$ cat src/rtl/ps2_rx_fifo.sv
// PS/2 keyboard receiver: synchronizes the raw pins, deframes 11-bit frames and queues scan codes in a FWFT FIFO.
// Optional macro PS2_PARITY_CHECK_EN enables odd-parity rejection; without it only the stop bit is checked.
module ps2_rx_fifo #(
  parameter int FIFO_DEPTH     = 8,
  parameter int TIMEOUT_CYCLES = 100000
) (
  input  logic                          clk,
  input  logic                          reset_n,
  input  logic                          ps2_clk,
  input  logic                          ps2_data,
  output logic [7:0]                    code_data,
  output logic                          code_valid,
  input  logic                          code_ready,
  output logic [$clog2(FIFO_DEPTH):0]   fifo_count,
  output logic                          overflow,
  input  logic                          overflow_clr,
  output logic                          frame_err
);

  localparam int AW = $clog2(FIFO_DEPTH);
  localparam int CW = AW + 1;
  localparam int TW = $clog2(TIMEOUT_CYCLES + 1);
  localparam logic [TW-1:0] TO_MAX = TW'(TIMEOUT_CYCLES - 1);
  localparam logic [CW-1:0] FULL_CNT = CW'(FIFO_DEPTH);

  typedef enum logic [1:0] {S_IDLE, S_DATA, S_PARITY, S_STOP} state_e;

  function automatic logic odd_parity9(input logic [7:0] b, input logic p);
    return ^{b, p};
  endfunction

  logic          clk_s1_q, clk_s1_d, clk_s2_q, clk_s2_d, clk_prev_q, clk_prev_d;
  logic          dat_s1_q, dat_s1_d, dat_s2_q, dat_s2_d;
  state_e        state_q, state_d;
  logic [2:0]    bit_cnt_q, bit_cnt_d;
  logic [7:0]    shift_q, shift_d;
  logic [TW-1:0] to_cnt_q, to_cnt_d;
  logic          frame_err_q, frame_err_d;
  logic [7:0]    mem_q [FIFO_DEPTH];
  logic [7:0]    mem_d [FIFO_DEPTH];
  logic [AW-1:0] wr_ptr_q, wr_ptr_d, rd_ptr_q, rd_ptr_d;
  logic [CW-1:0] count_q, count_d;
  logic          overflow_q, overflow_d;
  logic          code_valid_q, code_valid_d;
  logic [7:0]    code_data_q, code_data_d;
  logic          fall_s, timeout_s, push_s, pop_s, full_s, push_ok_s, parity_ok_s;
`ifdef PS2_PARITY_CHECK_EN
  logic          parity_q, parity_d;
`endif

  // Two-flop synchronizers plus one delayed copy of the clock for edge detection.
  always_comb begin
    clk_s1_d   = ps2_clk;
    clk_s2_d   = clk_s1_q;
    clk_prev_d = clk_s2_q;
    dat_s1_d   = ps2_data;
    dat_s2_d   = dat_s1_q;
    fall_s     = clk_prev_q & ~clk_s2_q;
  end

`ifdef PS2_PARITY_CHECK_EN
  assign parity_ok_s = odd_parity9(shift_q, parity_q);
`else
  assign parity_ok_s = 1'b1;
`endif

  // Frame deserializer FSM with inactivity timeout.
  always_comb begin
    state_d     = state_q;
    bit_cnt_d   = bit_cnt_q;
    shift_d     = shift_q;
    frame_err_d = 1'b0;
    push_s      = 1'b0;
    timeout_s   = 1'b0;
`ifdef PS2_PARITY_CHECK_EN
    parity_d    = parity_q;
`endif
    if (state_q == S_IDLE) begin
      to_cnt_d = {TW{1'b0}};
    end else if (fall_s) begin
      to_cnt_d = {TW{1'b0}};
    end else if (to_cnt_q == TO_MAX) begin
      to_cnt_d  = {TW{1'b0}};
      timeout_s = 1'b1;
    end else begin
      to_cnt_d = to_cnt_q + TW'(1);
    end
    case (state_q)
      S_IDLE: begin
        if (fall_s && !dat_s2_q) begin
          state_d   = S_DATA;
          bit_cnt_d = 3'd0;
        end else begin
          state_d = S_IDLE;
        end
      end
      S_DATA: begin
        if (fall_s) begin
          shift_d   = {dat_s2_q, shift_q[7:1]};
          bit_cnt_d = bit_cnt_q + 3'd1;
          if (bit_cnt_q == 3'd7) begin
            state_d = S_PARITY;
          end else begin
            state_d = S_DATA;
          end
        end else begin
          state_d = S_DATA;
        end
      end
      S_PARITY: begin
        if (fall_s) begin
`ifdef PS2_PARITY_CHECK_EN
          parity_d = dat_s2_q;
`endif
          state_d  = S_STOP;
        end else begin
          state_d = S_PARITY;
        end
      end
      S_STOP: begin
        if (fall_s) begin
          state_d = S_IDLE;
          if (dat_s2_q && parity_ok_s) begin
            push_s = 1'b1;
          end else begin
            frame_err_d = 1'b1;
          end
        end else begin
          state_d = S_STOP;
        end
      end
      default: state_d = S_IDLE;
    endcase
    if (timeout_s) begin
      state_d     = S_IDLE;
      bit_cnt_d   = 3'd0;
      shift_d     = 8'h00;
      frame_err_d = 1'b1;
    end else begin
      frame_err_d = frame_err_d;
    end
  end

  // FWFT FIFO bookkeeping; the head output is precomputed from next-state values so it can be registered.
  always_comb begin
    full_s    = (count_q == FULL_CNT);
    pop_s     = code_valid_q & code_ready;
    push_ok_s = push_s & (~full_s | pop_s);
    mem_d     = mem_q;
    wr_ptr_d  = wr_ptr_q;
    rd_ptr_d  = rd_ptr_q;
    if (push_ok_s) begin
      mem_d[wr_ptr_q] = shift_q;
      wr_ptr_d        = wr_ptr_q + AW'(1);
    end else begin
      wr_ptr_d = wr_ptr_q;
    end
    if (pop_s) begin
      rd_ptr_d = rd_ptr_q + AW'(1);
    end else begin
      rd_ptr_d = rd_ptr_q;
    end
    case ({push_ok_s, pop_s})
      2'b10:   count_d = count_q + CW'(1);
      2'b01:   count_d = count_q - CW'(1);
      default: count_d = count_q;
    endcase
    if (push_s && full_s && !pop_s) begin
      overflow_d = 1'b1;
    end else if (overflow_clr) begin
      overflow_d = 1'b0;
    end else begin
      overflow_d = overflow_q;
    end
    code_valid_d = (count_d != {CW{1'b0}});
    if (code_valid_d) begin
      code_data_d = mem_d[rd_ptr_d];
    end else begin
      code_data_d = 8'h00;
    end
  end

  // State registers with synchronous active-low reset.
  always_ff @(posedge clk) begin
    if (!reset_n) begin
      clk_s1_q     <= 1'b1;
      clk_s2_q     <= 1'b1;
      clk_prev_q   <= 1'b1;
      dat_s1_q     <= 1'b1;
      dat_s2_q     <= 1'b1;
      state_q      <= S_IDLE;
      bit_cnt_q    <= 3'd0;
      shift_q      <= 8'h00;
      to_cnt_q     <= {TW{1'b0}};
      frame_err_q  <= 1'b0;
      for (int i = 0; i < FIFO_DEPTH; i++) mem_q[i] <= 8'h00;
      wr_ptr_q     <= {AW{1'b0}};
      rd_ptr_q     <= {AW{1'b0}};
      count_q      <= {CW{1'b0}};
      overflow_q   <= 1'b0;
      code_valid_q <= 1'b0;
      code_data_q  <= 8'h00;
`ifdef PS2_PARITY_CHECK_EN
      parity_q     <= 1'b0;
`endif
    end else begin
      clk_s1_q     <= clk_s1_d;
      clk_s2_q     <= clk_s2_d;
      clk_prev_q   <= clk_prev_d;
      dat_s1_q     <= dat_s1_d;
      dat_s2_q     <= dat_s2_d;
      state_q      <= state_d;
      bit_cnt_q    <= bit_cnt_d;
      shift_q      <= shift_d;
      to_cnt_q     <= to_cnt_d;
      frame_err_q  <= frame_err_d;
      mem_q        <= mem_d;
      wr_ptr_q     <= wr_ptr_d;
      rd_ptr_q     <= rd_ptr_d;
      count_q      <= count_d;
      overflow_q   <= overflow_d;
      code_valid_q <= code_valid_d;
      code_data_q  <= code_data_d;
`ifdef PS2_PARITY_CHECK_EN
      parity_q     <= parity_d;
`endif
    end
  end

  assign code_data  = code_data_q;
  assign code_valid = code_valid_q;
  assign fifo_count = count_q;
  assign overflow   = overflow_q;
  assign frame_err  = frame_err_q;

endmodule

$ cat config.mk
export PLATFORM = sky130hd
export DESIGN_NAME = ps2_rx_fifo
export DESIGN_NICKNAME = d
export VERILOG_FILES = /design/src/rtl/ps2_rx_fifo.sv
export SDC_FILE = /design/constraint.sdc
export NUM_CORES = 1
export LEC_CHECK = 0
export CORE_MARGIN = 2
export CORE_UTILIZATION = 38
export CTS_CLUSTER_SIZE = 12
export DETAILED_ROUTE_END_ITERATION = 7
export PLACE_DENSITY = 0.59
export SETUP_SLACK_MARGIN = 0.2
export SYNTH_ARGS = -nofsm -noshare
export SYNTH_HDL_FRONTEND = slang
export SYNTH_SLANG_ARGS = --single-unit
$ cat constraint.sdc
create_clock -name clk -period 2.95 [get_ports clk]
set_input_delay 0.59 -clock clk [delete_from_list [all_inputs] [get_ports clk]]
set_output_delay 0.59 -clock clk [all_outputs]
set_load 0.01 [all_outputs]
* Word-level counts from Yosys, hierarchy flattened *
Cells that the tools add are included.

word-level totals
  flip-flop bits (word level) = 120
  input bits = 6
  output and inout port bits = 15
  logic and storage cells = 97

cells by class
  $add $sub $neg = 6
  $lt $le $gt $ge = 3
  equal/unequal tests = 10
  mux-type cells = 30
  bitwise logic cells = 9
  reduce and logical (&&, ||, !) cells = 15

operator list
  operator                                                                       number
  64-bit bitwise mux                                                             1
  64-bit 2-to-1 mux                                                              1
  8-bit binary-select mux with 3-bit select                                      1
  8-bit demux with 3-bit select                                                  1
  8-bit 2-to-1 mux                                                               3
  17-bit by 1-bit adder with 17-bit output (second input constant)               1
  17-bit == test (second input constant)                                         1
  1-bit 2-to-1 mux                                                               14
  3-bit by 1-bit adder with 3-bit output (second input constant)                 3
  3-bit 2-to-1 mux                                                               3
  4-bit >= comparator (second input constant)                                    2
  3-bit NOT with 4-bit output                                                    2
  2-bit one-hot mux with 4 select lines                                          1
  4-bit one-hot mux with 2 select lines                                          1
  2-bit == test (second input constant)                                          3
  2-bit 2-to-1 mux                                                               3
  3-bit one-hot mux with 2 select lines                                          1
  4-bit by 1-bit adder with 4-bit output (second input constant)                 1
  2-bit by 1-bit == test with 1-bit output (second input constant)               2
  4-bit == test (second input constant)                                          1
  1-bit logical AND                                                              4
  4-bit by 1-bit less-than comparator with 1-bit output (second input constant)  1
  2-bit AND reduction                                                            2
  2-bit nonzero test                                                             2
  13 further kinds                                                               18

* Depth between registers and ports, before layout *
  word-level depth = 10
  mapped depth = 15
  gate-level depth less buffers = 13

* Least setup slack after synthesis *
Ideal clock, no wire load.

  path type = register to register
  start point = register clk_prev_q
  end point = register code_data_q[0], in the netlist code_data[0]
  library setup time = 0.127 ns
  arrival = 3.098 ns
  required time = 2.823 ns
  slack = -0.275 ns
  cell stages (with the launch flop) = 16
  path buffers = 2
  clock period less this slack = 3.225 ns
  cell sequence = dfxtp_1 -> nor2b_1 -> clkbuf_1 -> nand2_1 -> nor3_1 -> nand2_1 -> ha_1 -> clkbuf_1 -> xor2_1 -> ha_1 -> a21oi_1 -> xnor3_1 -> o311ai_1 -> nand3_2 -> o31a_1 -> o41a_2

between the ends
  cells in the longest elaborated chain, start to end = 8
  elaborated cells between the ends (all ways) = 13
  those cells by class = 2 x eq/ne; 7 x mux; 2 x bitwise; 2 x reduce/logical

RTL lines
  what                                                                                                RTL line  source
  from (decl)                                                                                         32        logic clk_s1_q, clk_s1_d, clk_s2_q, clk_s2_d, clk_prev_q, clk_prev_d;
  from (signal assigned)                                                                              209       clk_prev_q <= clk_prev_d;
  1-bit bitwise AND *                                                                                 58        fall_s = clk_prev_q & ~clk_s2_q;
  1-bit 2-to-1 mux *                                                                                  121       if (fall_s) begin
  1-bit 2-to-1 mux *                                                                                  88        case (state_q)
  1-bit bitwise AND *                                                                                 148       push_ok_s = push_s & (~full_s | pop_s);
  64-bit 2-to-1 mux (tied with other cells)                                                           152       if (push_ok_s) begin
  8-bit binary-select mux with 3-bit select or 4-bit one-hot mux with 2 select lines (tied branches)  177, 163
  8-bit 2-to-1 mux (implied by the code) or 4-bit nonzero test (tied branches)                        177, 175
  8-bit 2-to-1 mux (implied by the code) or 2-bit AND reduction (tied branches)                       n/a
  to (signal assigned)                                                                                223       code_data_q <= code_data_d;
  to (decl)                                                                                           45        logic [7:0] code_data_q, code_data_d;

Every way passes the cells marked *; elsewhere a longest branch is shown, timed or not. The select of a mux whose other input is x is not followed.
A chain may end at the register's enable or synchronous reset.

* Worst setup path after layout *
  start point = register clk_prev_q
  end point = register code_data_q[4], in the netlist code_data[4]

Same word-level chain as after synthesis.

==> out/metrics.csv <==
stage,metric,value,unit
synthesis,synth_nets,602,
die,row_count,43,
detailed_routing,vias_per_cell,5.383,
pwr,leakage,2.453,nW
synthesis,yosysWarnings,0,
timing,maxSlewViolCount,0,
clocking,cts_hold_buf,0,
clocking,clk_path_buf_depth,2,
synthesis,synth_top_area_frac,0.4385,
timing,fin_crit,2737,ps
placement,dpl.hpwl,9.268,mm
timing,fin_tns_setup,0,ps
clocking,clkTransAtPathRegs,60,ps
placement,dp_slack,-237.2,ps
grt,grt_max_degree,42,
critical_path,required,3250,ps
pwr,p_sw,804.8,uW
timing,relSlewSlack,0.5892,
timing,skew,7.208,ps
pwr,ir_drop,459.2,uV
timing,rsz0062_at_grt,true,
clocking,cts_buffers,17,
pwr,power.sequential.fraction,0.419,
detailed_routing,wire_per_inst,16.55,um
pwr,p_clk_frac,0.569,
timing,fin_ws,212.9,ps
synthesis,yosysTopAreaCell,dfxtp_1,
pwr,pwr_density_cell,568.3,nW/um^2
synthesis,yosys_most_used_dff,dfxtp_1,
detailed_routing,postRouteAntennaNets,0,
cells_and_area,area_growth,24.73,%
pwr,p_comb_frac,0.012,
timing,whs,404.9,ps
grt,grt_pass1_vias,4219,
placement,place.gp.congestion,0.9573,
critical_path,worstPathArrival,3040,ps
die,dieArea,15390,um^2
synthesis,synthTopCellsByArea,"dfxtp_1 (44%), mux2i_1 (12%), nor2_1 (7.8%)",
critical_path,crit_type,flop to flop,
timing,finalCritPeriodShare,0.9278,
detailed_routing,drc,0,
cells_and_area,nNetsFinal,649,
timing,setup_viol,0,
synthesis,ys_ff_latch,120,
synthesis,synth_cell_types,65,
run,maxCapViolations,0,
synthesis,syn_area_per_cell,9.318,um^2
synthesis,yosysMostFrequentCell,dfxtp_1,
critical_path,cp-start-kind,flop,
grt,grt_usage,0.1917,
critical_path,path_max_fanout,5,
timing,worst_slew_pin_slew,614.0,ps
clocking,cts_tree,yes,
synthesis,synth-async-reset-ratio,0,
placement,portBuffers,20,
cells_and_area,drive_above_1_share,0.1806,
die,initial_core_util,0.3917,
cells_and_area,antenna_cells,0,
timing,max_freq,365.4,MHz
synthesis,ys_seq_area_frac,0.4385,
grt,grt_overflow,0,
pwr,p_int,3.079,mW
detailed_routing,wl,13.71,mm
cells_and_area,fillers,1263,
outcome,status,"complete, no violations",
die,die_h,124.1,um
synthesis,synthesis.area,5479,um^2
die,die_w,124.1,um
min_path,hold_path_class,flop to flop,
clocking,cts-root-buf,clkbuf_16,
synthesis,synthCells,588,
detailed_routing,drt_pass1_iterations,5,
detailed_routing,drt_iter0_markers,388,
clocking,cts_htree_levels,4,
grt,grt_pass1_wl,22.31,mm
detailed_routing,num_vias,4457,
synthesis,synth_edf_count,0,
grt,antenna_found_initial,0,
clocking,cts_sinks,120,
synthesis,ys_top_cells_by_count,"dfxtp_1 (120), nor2_1 (114), mux2i_1 (66), nand2_1 (34), clkbuf_1 (20)",
die,coreArea,13990,um^2
critical_path,crit_path_end_kind,flop,
clocking,insertion_delay,420,ps
pwr,swShare,0.2072,
timing,finalHoldViolations,0,
die,io_pins,21,
[placed cells by master (no fill, tap or decap), types with 7 or more instances in the layout]
cell type        count
dfxtp_1            118
nor2_1             114
mux2i_1             66
buf_4               39
nand2_1             31
clkdlybuf4s50_1     19
clkbuf_16           17
nor3_1              16
a21oi_1             16
xor2_1              14
a211oi_1            11
nand3_1              8
o22ai_1              8
o21ai_0              8
a31oi_1              7
a22oi_1              7
[through the flow]
step / std cells / power (mW) / area (um^2) / util
detailed placement: 793 / 1.708 / 6115 / 0.4371
finish: 828 / 3.884 / 6834 / 0.4886
CTS: 825 / 3.912 / 6759 / 0.4832
global placement: 793 / 1.706 / 6115 / 0.4371
floorplan: 588 / 1.687 / 5569 / -
global route: 828 / 3.985 / 6834 / 0.4886
[final timing paths]
path	from	to	slack (ps)	cells after the start
worst min register to register	clk_s1_q	clk_prev_d	400	1
worst max-delay path	clk_prev_q	code_data[4]	210	14
worst min-delay path	clk_s1_q	clk_prev_d	400	1
worst max register to register	clk_prev_q	code_data[4]	210	14
[sequential cells by signal, summed over array words and instances (netlist names), 3 cells and up]
register,flops
mem_q,64
to_cnt_q,17
code_data,8
shift_q,8
fifo_count,4
bit_cnt_q,3
rd_ptr_q,3
wr_ptr_q,3
[area by class of cell]
type / instances / area (um^2) / area share
tap: 180 / 225.2 / 0.03295
clock inverter: 14 / 198.9 / 0.02911
sequential: 120 / 2407 / 0.3523
inverter: 6 / 22.52 / 0.003295
clock buffer: 18 / 439.2 / 0.06426
multi-input combinational: 427 / 2978 / 0.4357
timing repair buffer: 63 / 563.0 / 0.08239
[power groups by stage]
| stage | clock network (mW) | logic (mW) | registers [mW] |
|---|---|---|---|
| 2_1_floorplan | 0 | 0.0259 | 1.66 |
| 3_3_place_gp | 0 | 0.0444 | 1.66 |
| 3_5_place_dp | 0 | 0.0459 | 1.66 |
| 4_1_cts | 2.24 | 0.0460 | 1.63 |
| 5_1_grt | 2.31 | 0.0520 | 1.63 |
| 6_report | 2.21 | 0.0478 | 1.63 |
[routing by layer]
metal	global-route usage	up-vias	routed length, um
li1	-	2184	-
met1	0.2553	2164	6451
met2	0.3050	93	6432
met3	0.04487	16	616
met4	0.06531	0	205
met5	0	-	0
[critical path, cell delays in order, from the launching register on]
cell	delay, ps
dfxtp_2	320
nor2b_4	180
nand2_4	80
nor3_4	280
nand2_4	90
ha_4	170
xor2_2	140
ha_2	190
a21oi_2	140
xnor3_1	250
o311ai_2	290
nand3_2	190
buf_6	190
nand3_2	60
a31oi_1	40
[repair_timing]
| item | in CTS | in global routing |
|---|---|---|
| pin swaps | 1 | 6 |
| setup buffers | 0 | 3 |
| cloned | 0 | 0 |
| endpoints found under the setup margin | 8 | 8 |
| resized for setup | 3 | 12 |
[kinds of logic (layout without fill, tap and decap cells)]
group | after synthesis | after routing | synth area share
adders and majority gates | 8 | 8 | 0.01827
AOI/OAI and AO/OA | 102 | 102 | 0.1430
and+or+nand+nor | 230 | 230 | 0.2037
buffers and inverters | 41 | 101 | 0.03996
DFF | 120 | 120 | 0.4385
xor gates and xnor gates | 21 | 21 | 0.03608
muxes | 66 | 66 | 0.1206
Note: power is estimated with default switching activity, not from simulation.
